`config.mk`:
```
export PLATFORM = sky130hd
export DESIGN_NAME = lz77_decoder
export DESIGN_NICKNAME = d
export VERILOG_FILES = /design/src/rtl/lz77_pkg.sv /design/src/rtl/lz77_search_buf.sv /design/src/rtl/lz77_decoder.sv
export SDC_FILE = /design/constraint.sdc
export NUM_CORES = 1
export LEC_CHECK = 0
export BUFFER_PORTS_ARGS = -buffer_cell sky130_fd_sc_hd__buf_2
export CAP_MARGIN = 0
export CORE_MARGIN = 2
export CORE_UTILIZATION = 30
export CTS_CLUSTER_DIAMETER = 120
export DETAILED_ROUTE_END_ITERATION = 10
export PLACE_DENSITY = 0.46
export SLEW_MARGIN = 25
export SYNTH_ARGS = -nofsm -noshare
export SYNTH_HDL_FRONTEND = slang
export SYNTH_HIERARCHICAL = 1
export SYNTH_SLANG_ARGS = --single-unit
```
`constraint.sdc`:
```
create_clock -name clk -period 3.1 [get_ports clk]
set_clock_uncertainty 0.15 [all_clocks]
set_input_delay 0.155 -clock clk [delete_from_list [all_inputs] [get_ports clk]]
set_output_delay 0.155 -clock clk [all_outputs]
set_load 0.02 [all_outputs]
```
`src/rtl/lz77_pkg.sv`:
```
// Shared LZ77 definitions: geometry of the search buffer, token layout and
// decoder state encoding. Used by both the encoder and the decoder.
package lz77_pkg;

    localparam int SEARCH_DEPTH = 9;
    localparam int OFFSET_W     = 4;
    localparam int LEN_W        = 3;
    localparam int FILL_W       = $clog2(SEARCH_DEPTH + 1);

    localparam logic [7:0] TERM_CHAR = 8'h24;

    typedef enum logic [1:0] {
        IDLE = 2'd0,
        COPY = 2'd1,
        LIT  = 2'd2,
        DONE = 2'd3
    } state_e;

    typedef struct packed {
        logic [OFFSET_W-1:0] offset;
        logic [LEN_W-1:0]    match_len;
        logic [7:0]          chr;
    } token_t;

endpackage

```
`src/rtl/lz77_search_buf.sv`:
```
// Search buffer of the most recently emitted characters. Entry 0 is the
// newest; a shift pushes a new character in at 0 and drops the oldest.
// Out-of-range read indices clamp to the oldest entry.
import lz77_pkg::*;

module lz77_search_buf (
    input  logic                clk,
    input  logic                reset,
    input  logic                shift_en,
    input  logic [7:0]          shift_din,
    input  logic [OFFSET_W-1:0] rd_idx,
    output logic [7:0]          rd_data
);

    localparam logic [OFFSET_W-1:0] LAST_IDX = OFFSET_W'(SEARCH_DEPTH - 1);

    logic [7:0] sb_q [SEARCH_DEPTH];
    logic [7:0] sb_d [SEARCH_DEPTH];

    // Next buffer contents: hold, or shift everything one place older.
    always_comb begin
        for (int i = 0; i < SEARCH_DEPTH; i++) begin
            sb_d[i] = sb_q[i];
        end
        if (shift_en) begin
            sb_d[0] = shift_din;
            for (int i = 1; i < SEARCH_DEPTH; i++) begin
                sb_d[i] = sb_q[i-1];
            end
        end
    end

    // Buffer storage; cleared to zero so unfilled entries read as 8'h00.
    always_ff @(posedge clk or posedge reset) begin
        if (reset) begin
            for (int i = 0; i < SEARCH_DEPTH; i++) begin
                sb_q[i] <= 8'h00;
            end
        end else begin
            for (int i = 0; i < SEARCH_DEPTH; i++) begin
                sb_q[i] <= sb_d[i];
            end
        end
    end

    assign rd_data = (rd_idx > LAST_IDX) ? sb_q[SEARCH_DEPTH-1] : sb_q[rd_idx];

endmodule

```
`src/rtl/lz77_decoder.sv`:
```
// LZ77 token decoder: expands (offset, match_len, char) tokens into a
// character stream at one character per clock, stopping for good after '$'.
// Optional offset checking with a sticky err output: define LZ77_DEC_CHECK_EN.
import lz77_pkg::*;

module lz77_decoder (
    input  logic                clk,
    input  logic                reset,
    input  logic                in_valid,
    output logic                in_ready,
    input  logic [OFFSET_W-1:0] offset,
    input  logic [LEN_W-1:0]    match_len,
    input  logic [7:0]          char_in,
    output logic                out_valid,
    output logic [7:0]          char_out,
`ifdef LZ77_DEC_CHECK_EN
    output logic                err,
`endif
    output logic                finish
);

    state_e              state_q, state_d;
    logic [LEN_W-1:0]    cnt_q, cnt_d;
    logic [OFFSET_W-1:0] off_q, off_d;
    logic [7:0]          chr_q, chr_d;
    logic [7:0]          char_out_q, char_out_d;
    logic                out_valid_q, out_valid_d;
    logic                finish_q, finish_d;

    logic                sb_shift;
    logic [7:0]          sb_rd;
    logic                accept;
    token_t              tok_in;

    assign tok_in   = '{offset: offset, match_len: match_len, chr: char_in};
    assign in_ready = (state_q == IDLE) || ((state_q == LIT) && (chr_q != TERM_CHAR));
    assign accept   = in_valid && in_ready;

    lz77_search_buf u_sb (
        .clk       (clk),
        .reset     (reset),
        .shift_en  (sb_shift),
        .shift_din (char_out_d),
        .rd_idx    (off_q),
        .rd_data   (sb_rd)
    );

    // Decoder FSM next state: latch tokens, run the copy, then the literal.
    // The copy index stays fixed while the buffer shifts, which is what makes
    // overlapping copies replicate the recent characters.
    always_comb begin
        state_d     = state_q;
        cnt_d       = cnt_q;
        off_d       = off_q;
        chr_d       = chr_q;
        char_out_d  = char_out_q;
        out_valid_d = 1'b0;
        finish_d    = finish_q;
        sb_shift    = 1'b0;

        case (state_q)
            IDLE: begin
                if (accept) begin
                    off_d   = tok_in.offset;
                    cnt_d   = tok_in.match_len;
                    chr_d   = tok_in.chr;
                    state_d = (tok_in.match_len != '0) ? COPY : LIT;
                end
            end
            COPY: begin
                char_out_d  = sb_rd;
                out_valid_d = 1'b1;
                sb_shift    = 1'b1;
                cnt_d       = cnt_q - LEN_W'(1);
                if (cnt_q == LEN_W'(1)) begin
                    state_d = LIT;
                end
            end
            LIT: begin
                char_out_d  = chr_q;
                out_valid_d = 1'b1;
                sb_shift    = 1'b1;
                if (chr_q == TERM_CHAR) begin
                    state_d  = DONE;
                    finish_d = 1'b1;
                end else if (accept) begin
                    off_d   = tok_in.offset;
                    cnt_d   = tok_in.match_len;
                    chr_d   = tok_in.chr;
                    state_d = (tok_in.match_len != '0) ? COPY : LIT;
                end else begin
                    state_d = IDLE;
                end
            end
            default: begin
                state_d = DONE;
            end
        endcase
    end

    // FSM and output registers.
    always_ff @(posedge clk or posedge reset) begin
        if (reset) begin
            state_q     <= IDLE;
            cnt_q       <= '0;
            off_q       <= '0;
            chr_q       <= 8'h00;
            char_out_q  <= 8'h00;
            out_valid_q <= 1'b0;
            finish_q    <= 1'b0;
        end else begin
            state_q     <= state_d;
            cnt_q       <= cnt_d;
            off_q       <= off_d;
            chr_q       <= chr_d;
            char_out_q  <= char_out_d;
            out_valid_q <= out_valid_d;
            finish_q    <= finish_d;
        end
    end

    assign out_valid = out_valid_q;
    assign char_out  = char_out_q;
    assign finish    = finish_q;

`ifdef LZ77_DEC_CHECK_EN
    localparam logic [OFFSET_W-1:0] LAST_IDX = OFFSET_W'(SEARCH_DEPTH - 1);

    logic [FILL_W-1:0]   fill_q, fill_d;
    logic                err_q, err_d;
    logic [OFFSET_W:0]   need_cnt;

    // The fill count includes a character emitted on the same edge as the
    // acceptance, since that character is in the buffer before the copy reads.
    assign need_cnt = {1'b0, offset} + (OFFSET_W+1)'(1);

    // Fill tracking and sticky error flag for offsets that reach past history.
    always_comb begin
        fill_d = fill_q;
        if (sb_shift && (fill_q != FILL_W'(SEARCH_DEPTH))) begin
            fill_d = fill_q + FILL_W'(1);
        end
        err_d = err_q;
        if (accept) begin
            if (offset > LAST_IDX) begin
                err_d = 1'b1;
            end
            if ((match_len != '0) && (need_cnt > (OFFSET_W+1)'(fill_d))) begin
                err_d = 1'b1;
            end
        end
    end

    // Checker registers.
    always_ff @(posedge clk or posedge reset) begin
        if (reset) begin
            fill_q <= '0;
            err_q  <= 1'b0;
        end else begin
            fill_q <= fill_d;
            err_q  <= err_d;
        end
    end

    assign err = err_q;
`endif

endmodule

```
==> results of run 1 <==
[flip-flops by register name (all words and copies together), names as in the netlist]
name / flops
u_sb/sb_q: 72
char_out: 8
chr_q: 8
off_q: 4
cnt_q: 3
state_q: 2
finish: 1
out_valid: 1
[cells in the final DEF (no fill, tap or decap), types with 2 or more instances in the layout]
| cell type | count |
|---|---|
| a21oi_1 | 15 |
| a22o_1 | 8 |
| a22oi_1 | 8 |
| a31oi_2 | 2 |
| buf_12 | 2 |
| buf_2 | 28 |
| buf_4 | 9 |
| clkbuf_16 | 9 |
| clkinv_4 | 2 |
| clkinvlp_4 | 2 |
| dfrtp_1 | 99 |
| dlygate4sd3_1 | 15 |
| ha_1 | 5 |
| inv_1 | 7 |
| inv_2 | 2 |
| mux2_1 | 2 |
| mux2_2 | 89 |
| mux2_4 | 4 |
| mux2i_1 | 16 |
| nand2_1 | 31 |
| nand2b_1 | 2 |
| nor2_1 | 11 |
| nor2b_1 | 2 |
| nor4b_4 | 2 |
| o21ai_0 | 3 |
| o22ai_1 | 8 |
| o31ai_1 | 9 |
[cell type report]
class | instances | area [sq um] | share of cell area (%)
sequential | 99 | 2480 | 45.2
multi-input combinational | 230 | 2010 | 36.8
timing repair buffer | 55 | 425 | 7.76
tap | 188 | 235 | 4.29
clock buffer | 9 | 225 | 4.11
clock inverter | 6 | 67.6 | 1.23
inverter | 9 | 33.8 | 0.617
[cells by family after synthesis]
| kind of cell | after synthesis | synth area share (%) |
|---|---|---|
| AND/OR/NAND/NOR | 51 | 5.30 |
| AO/OA/AOI/OAI | 62 | 9.29 |
| multiplexers | 111 | 26.6 |
| adder cells (fa/ha/maj) | 6 | 1.61 |
| buffers and inverters | 31 | 4.12 |
| flip-flops | 99 | 53.0 |
[through the flow]
step                hold slack (ps)  utilization [%]  setup slack (ps)  area, sq um
floorplan                      57.7                -               970         4670
global placement                199             32.9               714         5010
detailed placement              136             32.9               662         5010
CTS                            23.2             35.9               643         5450
global route                   76.2             36.0               510         5480
finish                         50.7             36.0               648         5480
[repair_timing]
item / in CTS / in global routing
hold buffers: 15 / 0
hold endpoints to repair: 102 / 0
setup endpoints to repair: 0 / 0
[layer usage]
layer / part of all wire (%) / track usage [%] / up-vias / routed length, um
li1: - / - / 1380 / -
met1: 47 / 16.4 / 1466 / 4580
met2: 50 / 21.2 / 17 / 4850
met3: 2.3 / 3.87 / 8 / 226
met4: 1.4 / 4.22 / 0 / 136
met5: 0 / 0 / - / 0
[worst max-delay path: cells and delay by family (launching register included)]
kind | cells | cell delay (ps)
AOI/OAI and AO/OA | 2 | 260
adders and majority gates | 1 | 600
buffers and inverters | 3 | 570
DFF | 1 | 420
muxes | 1 | 350
[report_power, final]
| part | internal [uW] | switching, uW |
|---|---|---|
| sequential | 1290 | 0 |
| clock | 622 | 489 |
| combinational | 25.2 | 34.9 |
| total | 1940 | 523 |
[worst paths after layout]
check	end	cells past startpoint
worst max-delay path	off_q[2]	7
worst min-delay path	state_q[1]	4
worst max register to register	off_q[2]	7
worst min register to register	finish	1
max in group asynchronous	u_sb/sb_q[15]	5
min in group asynchronous	u_sb/sb_q[37]	4
==> summary.txt, run 1 <==
Worst setup path
  • Type of origin of the critical path: register
  • Critical path class: register to register
  • Worst EP arrival: 2540 ps
  • Crit-path max FO: 15
  • Worst path required time: 3190 ps
  • R2R Path Start: state_q[0]
  • Setup crit end kind: register
  • Critical path, cell by cell: inv_1, ha_1, o21ai_1, buf_4, a31oi_2, buf_4, mux2_1
  • Critical Path Max Stage Delay: 600 ps
  • CP most frequent cell: buf_4
  • Crit path max-delay cell type: ha_1
  • Reg-to-reg setup timing slack: 650 ps
  • CP startpoint: state_q[0]

Synthesis
  • Netlist cell types: 41
  • Ys async rst share: 100%
  • Sequential area share after synthesis: 53.0%
  • Synth area leaders: dfrtp_1, mux2_2, mux2i_1
  • Post-Syn Nets: around 380
  • Post-Synthesis Cells: 360
  • Biggest area consumer among synthesized cells: dfrtp_1
  • Post-synth top flop: dfrtp_1
  • Synth top area share: around 53%
  • Most instantiated library cell after synthesis: dfrtp_1
  • Synth Cell Area: roughly 4700 sq um
  • Post-synth EDFFs: 0
  • Post-synth top cells: dfrtp_1, mux2_2, nand2_1
  • #FFs+latches synth: just under 100
  • Syn avg cell area: 13.0 sq um
  • Yosys warns: 6

Global route
  • Largest net degree at the start of global routing: 73
  • Vias in the first global route: 2991
  • Tot GR Track Use: between 10 and 15%
  • Initial antenna violation count: 0
  • Congestion Overflow GR: 0
  • First-pass GRT wire length: 16200 um

Drt
  • WL/cell: roughly 16 um
  • Vias: 2871
  • Number of vias per cell: 4.82
  • 1st-iter DRT viols: 102
  • 1st-pass router iterations: 4
  • DR DRC count: 0
  • Final ANT Viol Nets: 0
  • DRT Wirelength: around 9800 um

Clock tree
  • CTS Buf Count: 9
  • Deepest clock path buffer count: 2
  • Clk root buf: clkbuf_16
  • Skew-Pair Late Insertion Delay: 350 ps
  • Clock sink total: 99
  • Htree depth: 3
  • Post-CTS resize count: 0
  • Post-CTS setup buffers: 0
  • Clock-pin transition on the worst setup and hold timing paths: 70 ps
  • CTS tree: built

Floorplanning
  • Die X-Extent: 129 um
  • Die Y: 129 um
  • Core area: approximately 15000 sq um
  • Num ports: 29
  • Initial cell density of the core: 30.7%
  • Full die area: 16600 sq um
  • FP Rows: 45

STA
  • Fraction of the cycle the final worst path needs: 79.1%
  • Endpoints failing setup: 0
  • Max Slew Vio Count: 0
  • Setup_tns: 0 ps
  • Unrepaired setup endpoints after global routing: no
  • Slew HR: 55.5%
  • Worst slew pin tran: 667 ps
  • Fmax: 408 MHz
  • Min Tclk post-route: 2450 ps
  • Final hold vios: 0

Layout
  • Fraction of layout cells with a size suffix above 1: 38.5%
  • Final Net Count: 428
  • Fill count: between 1k and 1.5k
  • ANT cells: 0
  • Syn-to-layout area delta: 17.3%
  • Post-route insts no fill: 596

Placement
  • HPWL after detailed placement: 6370 um
  • Post-placement cell count: 565
  • Port bufs: 28
  • GP Congestion: 0.766

Pwr
  • VDD IR max: 0.000322 V
  • Power Density: between 400 and 500 nW/um^2
  • Tot Pwr: 2460 uW
  • Leakage: 0.00264 uW

Status
  • Run status: finished, final reports clean

Job
  • MaxCap Viol Count: 0

Min path
  • Hold path startpoint: match_len[2]
  • Worst min path class: primary input to register
No activity file was read; power rests on OpenSTA's default activity.
==> inputs of run 2 (changes only) <==
ABC_AREA = 1   (was unset)
clock period = 2.3 ns   (was 3.1 ns; I/O delays follow)
==> run 2 against run 1 <==
Net effect: routed wire length grew 13%; utilization shrank 0.22 points; via count grew 35%; die area grew 4.4%; synthesized cell count grew 73%; final cell count grew 47%; critical path depth grew 1; clock power grew 36%; sequential cell count is the same; cell area grew 3.9%; count of clock-buffer cells in the layout is the same; critical endpoint is now cnt_q[2].
==> summary.txt, run 2 <==
Layout
  • ANT cells: 0
  • Final Net Count: 678
  • Max reg flops: 72
  • Commonest non-fill, non-tap cells in the layout: nand2_1, dfrtp_1, inv_1
  • Top reg by flops: u_sb/sb_q
  • Design area: 5690 sq um
  • Syn-to-layout area delta: 16.5%
  • Most common cell after layout, fill and taps aside: nand2_1
  • Fraction of layout cells with a size suffix above 1: 11.4%

Drt
  • Final ANT Viol Nets: 0
  • 1st-pass router iterations: 4
  • Number of vias per cell: 4.43
  • Vias: 3877
  • 1st-iter DRT viols: 162
  • DRT Wirelength: roughly 11000 um
  • WL/cell: 12.6 um
  • DR DRC count: 0

STA
  • Worst slew pin tran: 535 ps
  • Slew HR: 64.3%
  • Endpoints failing setup: 0
  • Unrepaired setup endpoints after global routing: no
  • Setup_tns: 0 ps
  • Max Slew Vio Count: 0
  • Fraction of the cycle the final worst path needs: 85.6%
  • Final hold vios: 0
  • Fmax: roughly 500 MHz
  • Min Tclk post-route: 1970 ps

Synthesis
  • Netlist cell types: 25
  • #FFs+latches synth: 99
  • Post-synth EDFFs: 0
  • Yosys warns: 6
  • Ys async rst share: 100%
  • Synth Cell Area: 4880 sq um
  • Post-Synthesis Cells: 622
  • Syn avg cell area: 7.85 sq um
  • Biggest area consumer among synthesized cells: dfrtp_1
  • Sequential area share after synthesis: 50.7%
  • Most instantiated library cell after synthesis: nand2_1
  • Synth area leaders: dfrtp_1, nand2_1, inv_1
  • Synth top area share: 50.7%
  • Post-synth top cells: nand2_1, dfrtp_1, inv_1
  • Post-synth top flop: dfrtp_1
  • Post-Syn Nets: 646

Job
  • MaxCap Viol Count: 0

Placement
  • Port bufs: 28
  • GP Congestion: 0.784
  • Placed cell area: 5230 sq um
  • HPWL after detailed placement: 7300 um

Global route
  • Vias in the first global route: 3832
  • Tot GR Track Use: 13.7%
  • First-pass GRT wire length: 19000 um
  • Largest net degree at the start of global routing: 73
  • Congestion Overflow GR: 0
  • Initial antenna violation count: 0

Worst setup path
  • Reg-to-reg setup timing slack: ~330 ps
  • Critical path depth: 8
  • CP startpoint: state_q[1]
  • Critical path, cell by cell: inv_1, ha_1, inv_1, a21oi_1, o21ai_0, nand2_1, nand3_1, nand2_1
  • CP top delay family: adder cells
  • Type of origin of the critical path: register
  • Worst R2R Path Depth: 8
  • Setup crit end: cnt_q[2]
  • Setup crit end kind: register
  • Crit-path max FO: 11
  • R2R Path Start: state_q[1]
  • Critical Path Max Stage Delay: a little over 500 ps
  • Critical path class: register to register
  • Crit path max-delay cell type: ha_1
  • Buffers plus inverters on the worst setup path: 2
  • Worst EP arrival: 2110 ps
  • Worst path required time: approximately 2400 ps
  • Reg2reg end: cnt_q[2]

Pwr
  • Tot Pwr: 3340 uW
  • Leakage: 0.00273 uW
  • VDD IR max: 0.000247 V
  • Power Density: 587 nW/um^2

Floorplanning
  • Die Y: 132 um
  • Core area: 15900 sq um
  • Full die area: approximately 17000 sq um
  • Initial cell density of the core: 30.7%
  • FP Rows: between 40 and 50
  • Die X-Extent: about 130 um
  • Num ports: 29

Clock tree
  • Deepest clock path buffer count: 2
  • Htree depth: 3
  • Skew-Pair Late Insertion Delay: between 300 and 400 ps
  • Post-CTS resize count: 0
  • Clk root buf: clkbuf_16
  • CTS Buf Count: 9
  • Post-CTS setup buffers: 0
  • CTS tree: built
  • Clock-pin transition on the worst setup and hold timing paths: around 70 ps
  • Clock sink total: 99
  • Post-CTS Hold Buffers: 17

Status
  • Run status: finished, final reports clean

Min path
  • Worst min path class: primary input to register
  • Hold path startpoint: in_valid
run 2: changes by cell type in the layout (fill, tap and decap cells not counted), sizes merged, moves of 10 or more:
cell,previous run,this run
inv,9,100
mux2,95,0
mux2i,16,0
nand2,31,195
nand3,0,65
nor2,11,21
o21ai,4,79
o31ai,10,0
run 2: logic make-up after synthesis:
logic type	count (synthesis)	synth area share (%)
DFF	99	50.7
AOI/OAI and AO/OA	99	11.2
buffers and inverters	134	12.2
adders and majority gates	6	1.54
and+or+nand+nor	284	24.3
run 2: area by class of cell:
cell class	count	area, sq um
Inverter	100	380
Multi-Input combinational cell	389	1820
Timing Repair Buffer	55	448
Tap cell	216	270
Clock buffer	9	225
Clock inverter	7	68.8
Fill cell	1735	10200
Sequential cell	99	2480
run 2: worst min path at each step:
stage | to | slack [ps] | cells past startpoint
after global routing | state_q[0] | 70 | 5
after global placement | u_sb/sb_q[5] | 80 | 3
after CTS | state_q[0] | 40 | 5
after floorplan | char_out[0] | 20 | 1
final | state_q[0] | 50 | 5
after detailed placement | out_valid | 80 | 3
run 2: worst register-to-register path, stage by stage, from the launching register on:
cell     delay (ps)
dfrtp_1         420
inv_1           120
ha_1            510
inv_1           230
a21oi_1         160
o21ai_0          90
nand2_1          70
nand3_1          80
nand2_1          80
run 2: report_power, final:
part	switching (uW)	internal (uW)	leakage (uW)	total [uW]
clock network	670	839	0.000141	1510
registers	0	1740	0.00137	1740
logic	52.1	36.9	0.00122	89.0
run 2: metrics by stage:
step | cells | hold WS (ps) | util, % | setup slack (ps)
6_report | 875 | 47.8 | 35.8 | 331
3_5_place_dp | 842 | 80.7 | 32.9 | 367
3_3_place_gp | 842 | 81.5 | 32.9 | 410
2_1_floorplan | 622 | 17.7 | - | 210
4_1_cts | 875 | 39.1 | 35.8 | 353
5_1_grt | 875 | 71.4 | 35.8 | 191
run 2: metal layers:
metal	global-route usage, %	wire length [um]
met3	2.08	394
met2	21.5	4940
met4	5.98	192
met5	0	0
met1	18.6	5520
